## src/rtl/div_pkg.sv

```systemverilog
// Shared constants for the iterative divider: FSM states, handshake levels,
// result width and the ALU op codes that select DIV / DIVU in EX.
package div_pkg;

    typedef enum logic [1:0] {
        DIV_FREE    = 2'b00,
        DIV_BY_ZERO = 2'b01,
        DIV_ON      = 2'b10,
        DIV_END     = 2'b11
    } div_state_t;

    localparam logic DIV_RESULT_READY     = 1'b1;
    localparam logic DIV_RESULT_NOT_READY = 1'b0;
    localparam logic DIV_START            = 1'b1;
    localparam logic DIV_STOP             = 1'b0;

    localparam int REG_W        = 32;
    localparam int DOUBLE_REG_W = 2 * REG_W;

    localparam logic [7:0] EXE_DIV_OP  = 8'b0001_1010;
    localparam logic [7:0] EXE_DIVU_OP = 8'b0001_1011;

endpackage

```

## src/rtl/div.sv

```systemverilog
// Radix-2 restoring divider for DIV/DIVU. One quotient bit per cycle over
// DATA_W cycles, then one fix-up cycle that restores the signs. Result is
// {remainder, quotient}, held with ready_o until EX drops start_i.
module div
    import div_pkg::*;
#(
    parameter int DATA_W = 32
) (
    input  logic                clk,
    input  logic                rst,
    input  logic                signed_div_i,
    input  logic [DATA_W-1:0]   opdata1_i,
    input  logic [DATA_W-1:0]   opdata2_i,
    input  logic                start_i,
    input  logic                annul_i,
    output logic [2*DATA_W-1:0] result_o,
    output logic                ready_o
);
    localparam int CNT_W = $clog2(DATA_W) + 1;

    div_state_t        state;
    logic [CNT_W-1:0]  cnt;
    logic [DATA_W-1:0] rem_r;      // partial remainder
    logic [DATA_W-1:0] quo_r;      // dividend shifting out / quotient shifting in
    logic [DATA_W-1:0] divisor_r;
    logic              sdiv_r;
    logic              s1_r;
    logic              s2_r;

    // Operand magnitudes: signed ops divide |op1| by |op2|, signs fixed at the end.
    logic [DATA_W-1:0] op1_abs;
    logic [DATA_W-1:0] op2_abs;
    assign op1_abs = (signed_div_i && opdata1_i[DATA_W-1]) ? -opdata1_i : opdata1_i;
    assign op2_abs = (signed_div_i && opdata2_i[DATA_W-1]) ? -opdata2_i : opdata2_i;

    // Shifted remainder needs DATA_W+1 bits: rem < divisor can still have its MSB
    // set for unsigned divisors near 2^DATA_W, and the shift must not drop it.
    logic [DATA_W:0]   part_hi;
    logic [DATA_W+1:0] trial;
    logic              no_borrow;
    logic [DATA_W-1:0] rem_nx;
    logic [DATA_W-1:0] quo_nx;
    assign part_hi   = {rem_r, quo_r[DATA_W-1]};
    assign trial     = {1'b0, part_hi} - {2'b00, divisor_r};
    assign no_borrow = ~trial[DATA_W+1];
    assign rem_nx    = no_borrow ? trial[DATA_W-1:0] : part_hi[DATA_W-1:0];
    assign quo_nx    = {quo_r[DATA_W-2:0], no_borrow};

    // Sign fix-up: quotient negative when signs differ, remainder follows dividend.
    logic [DATA_W-1:0] quo_fix;
    logic [DATA_W-1:0] rem_fix;
    assign quo_fix = (sdiv_r && (s1_r ^ s2_r)) ? -quo_r : quo_r;
    assign rem_fix = (sdiv_r && s1_r) ? -rem_r : rem_r;

    // Controller and datapath registers in one FSM; outputs are registered here.
    always_ff @(posedge clk or negedge rst) begin
        if (!rst) begin
            state     <= DIV_FREE;
            cnt       <= '0;
            rem_r     <= '0;
            quo_r     <= '0;
            divisor_r <= '0;
            sdiv_r    <= 1'b0;
            s1_r      <= 1'b0;
            s2_r      <= 1'b0;
            result_o  <= '0;
            ready_o   <= DIV_RESULT_NOT_READY;
        end else begin
            case (state)
                DIV_FREE: begin
                    result_o <= '0;
                    ready_o  <= DIV_RESULT_NOT_READY;
                    // annul wins over a simultaneous start
                    if (start_i == DIV_START && !annul_i) begin
                        if (opdata2_i == '0) begin
                            state <= DIV_BY_ZERO;
                        end else begin
                            state     <= DIV_ON;
                            cnt       <= '0;
                            rem_r     <= '0;
                            quo_r     <= op1_abs;
                            divisor_r <= op2_abs;
                            sdiv_r    <= signed_div_i;
                            s1_r      <= opdata1_i[DATA_W-1];
                            s2_r      <= opdata2_i[DATA_W-1];
                        end
                    end
                end
                DIV_BY_ZERO: begin
                    if (annul_i) begin
                        state <= DIV_FREE;
                    end else begin
                        state    <= DIV_END;
                        result_o <= '0;
                        ready_o  <= DIV_RESULT_READY;
                    end
                end
                DIV_ON: begin
                    if (annul_i) begin
                        state   <= DIV_FREE;
                        cnt     <= '0;
                        ready_o <= DIV_RESULT_NOT_READY;
                    end else if (cnt != CNT_W'(DATA_W)) begin
                        rem_r <= rem_nx;
                        quo_r <= quo_nx;
                        cnt   <= cnt + CNT_W'(1);
                    end else begin
                        result_o <= {rem_fix, quo_fix};
                        ready_o  <= DIV_RESULT_READY;
                        state    <= DIV_END;
                        cnt      <= '0;
                    end
                end
                DIV_END: begin
                    if (start_i == DIV_STOP) begin
                        state    <= DIV_FREE;
                        result_o <= '0;
                        ready_o  <= DIV_RESULT_NOT_READY;
                    end
                end
                default: state <= DIV_FREE;
            endcase
        end
    end

endmodule

```

## config.mk

```make
export PLATFORM = sky130hd
export DESIGN_NAME = div
export DESIGN_NICKNAME = d
export VERILOG_FILES = /design/src/rtl/div_pkg.sv /design/src/rtl/div.sv
export SDC_FILE = /design/constraint.sdc
export NUM_CORES = 1
export LEC_CHECK = 0
export ABC_CLOCK_PERIOD_IN_PS = 7000
export CORE_MARGIN = 5
export CORE_UTILIZATION = 65
export DETAILED_ROUTE_END_ITERATION = 10
export DONT_BUFFER_PORTS = 1
export HOLD_SLACK_MARGIN = 0.03
export PLACE_DENSITY = 0.81
export SYNTH_ARGS = -nofsm -noshare
export SYNTH_HDL_FRONTEND = slang
export SYNTH_SLANG_ARGS = --single-unit
```

## constraint.sdc

```tcl
create_clock -name clk -period 7 [get_ports clk]
set_input_delay 0.7 -clock clk [delete_from_list [all_inputs] [get_ports clk]]
set_output_delay 0.7 -clock clk [all_outputs]
set_load 0.1 [all_outputs]
```

==> metrics <==
library cells used by synthesis=73; # Post-CTS Setup Buffers=0; Worst Hold Class=in -> async; Seq/Total Area, Yosys=0.380; Fin Clk Skew=about 0.0096 ns; Crit Path Class=reg -> reg; Num CTS Buffers=17; minimum clock period=a little over 4 ns; die extent in x=about 140 um; share of the synthesized area in the top cell type=0.380; Top Family by Delay on Critical Path=simple AND/OR/NAND/NOR gates; die height=approximately 140 um; GRT overflow=0; largest net degree at the start of global routing=around 170; crit path buf inv count=0; commonest cells after routing, fill and taps aside=nand2_1, dfrtp_1, a21oi_1; Max-cap violations=0; Placeable Area=around 17000 um2; CTS root buffer=clkbuf_16; htree depth=4; Peak Freq=between 200 and 250 MHz; PD cells=roughly 380 nW/um2; Design Power=4540 uW; Netlist Area Pre-Place=about 11000 um2; critical path data required time=around 7.3 ns; RSZ-0062 raised after global routing=false; Post-synth ARST share=1.00; Gate Count Post-Synth=approximately 1400; synth warn=0; share of layout cells above drive strength 1=0.0492; CP arrival=roughly 4.4 ns; ANT cells=0; GPL Wtd Cong=between 0.9 and 1; WL per Instance=approximately 18 um; Setup TNS=0 ns; Routed WL=approximately 28 mm; Worst Tran Pin Value=1.08 ns; xor/xnor share of the synthesized area=0.110; GR Util All Layers=0.279; vias after detailed routing=between 9000 and 10000; CTS resizes=0; Worst VDD drop=0.000258 V; #FFs+latches synth=~170; filler cell count=around 1400; Synth Area in Adders=0.0492; vias in the first global route=about 9000; Port Buffers=0; Via density=approximately 6.3; area grow syn2layout=6.49%; die area=~20000 um2; leakage power=0.00529 uW; Slew Viols, Final=0; Nets=about 1400; most common cell after layout, fill and taps aside=nand2_1; Seq. cell area=~4300 um2; initial antenna violation count=0; mux cell area share after synthesis=0.0190; Clock Path Buffers=2; DRC violations left=0; worst-path fanout max=50; CP max stage delay=between 0.8 and 0.9 ns; crit start category=register; CP endpoint kind=register; Hold-fix buffers, CTS=1; Synth area leaders=dfrtp_1, nand2_1, xnor2_1, xor2_1, ha_1; syn_area_per_cell=~8.3 um2; CP max-delay cell=nand2_2; post-route ant nets=0; Final Hold Viols=0; crit path cell chain=ha_1 -> a21oi_1 -> nand2_1 -> or2_2 -> or2_1 -> a211oi_1 -> o2111ai_1 -> nand2_2 -> mux2i_1 -> o21ai_1; clk sinks=approximately 170; number of synthesized flops with an enable pin=0; Core Rows=48; hpwl dp=approximately 21 mm; final setup vio count=0; Pre-Repair DR Iteration Count=6; I/O pin total=roughly 130; cell taking the most area after synthesis=dfrtp_1; first-pass GRT wire length=between 40 and 50 mm; final cycle utilization of the critical path=0.591; largest family of logic cells by synthesized area=compound AO/OA/AOI/OAI gates; Compound-Gate Fraction of Synth Area=0.216; initial core utilization=0.658; status=finished, final reports clean; DRT iter0 DRCs=860; Clk pin slew, worst setup/hold paths=0.08 ns; Simple-Gate Fraction of Synth Area=0.183; multi-input logic area=about 6600 um2; CTS tree=built; Hold Slack=between 0.2 and 0.3 ns; Synth Net Count=1481; clk_lat worst skew=between 0.4 and 0.5 ns; Slew headroom=0.279; main flop type after synthesis=dfrtp_1
Yosys cell counts, types with 3 or more instances:
master / count
nand2_1: 201
dfrtp_1: 172
a21oi_1: 105
nor2_1: 97
o21ai_0: 97
o21ai_1: 86
xnor2_1: 78
xor2_1: 65
inv_1: 57
clkbuf_1: 45
ha_1: 43
nand3_1: 34
o31ai_1: 26
nor3_1: 24
or3_1: 20
mux2i_1: 17
o311ai_1: 13
buf_1: 12
a21o_1: 11
and2_1: 10
nor4_1: 10
and3_1: 9
buf_2: 9
or4_1: 9
a31oi_1: 8
a211oi_1: 7
nand2b_1: 7
o211ai_1: 7
a32oi_1: 6
nand4_1: 6
nor3b_1: 5
o21a_1: 5
o41ai_1: 4
a22oi_1: 3
mux2_2: 3
nor2b_1: 3
nor4_2: 3
o21ai_2: 3
cell families (layout without fill, tap and decap cells):
kind of cell,count (synthesis),in the layout
buf+inv,125,98
flops,172,172
xor+xnor,143,143
simple gates,453,453
compound gates,410,410
fa+ha+maj,44,44
mux,21,21
state kept, by name (all words and copies together) (netlist names):
name and flops:
result_o 64, divisor_r 32, quo_r 32, rem_r 32, cnt 6, state 2, ready_o 1, s1_r 1
s2_r 1, sdiv_r 1
power by group:
part	total, uW	switching (uW)	internal [uW]
Combinational	2030	1280	745
Clock	985	466	519
Sequential	1530	327	1200
Total	4540	2070	2470
layer usage:
layer / vias up / share of wire / GRT usage
li1: 4741 / - / -
met1: 4585 / 0.46 / 0.432
met2: 458 / 0.42 / 0.392
met3: 49 / 0.11 / 0.0662
met4: 0 / 0.016 / 0.0707
met5: - / 0 / 0
layout make-up:
type                    count  area share
multi-input cells        1071       0.544
flip-flops and latches    172       0.356
clock buffers              17      0.0352
well taps                 225      0.0233
inverters                  59      0.0183
clock inverters            15      0.0164
repair buffers              7     0.00601
final timing paths:
path	startpoint	end	slack [ns]	cells after the start
worst max-delay path	rem_r[9]$_DFFE_PN0P_	rem_r[6]$_DFFE_PN0P_	2.86	10
worst min-delay path	rst	result_o[10]$_DFFE_PN0P_	0.26	1
worst max register to register	rem_r[9]$_DFFE_PN0P_	rem_r[6]$_DFFE_PN0P_	2.86	10
worst min register to register	divisor_r[31]$_DFFE_PN0P_	divisor_r[31]$_DFFE_PN0P_	0.48	2
max in group asynchronous	rst	divisor_r[19]$_DFFE_PN0P_	6.07	1
min in group clk	opdata2_i[31]	divisor_r[31]$_DFFE_PN0P_	0.39	2
metrics by stage:
stage,setup WS [ns],instance area [um2],instances,util
final,2.86,12100,1566,0.701
after global routing,2.75,12100,1566,0.701
after CTS,2.97,12100,1566,0.701
after detailed placement,2.66,11400,1533,0.663
after global placement,2.75,11400,1533,0.663
after floorplan,3.90,11300,1368,-
Note: power is estimated with default switching activity, not from simulation.
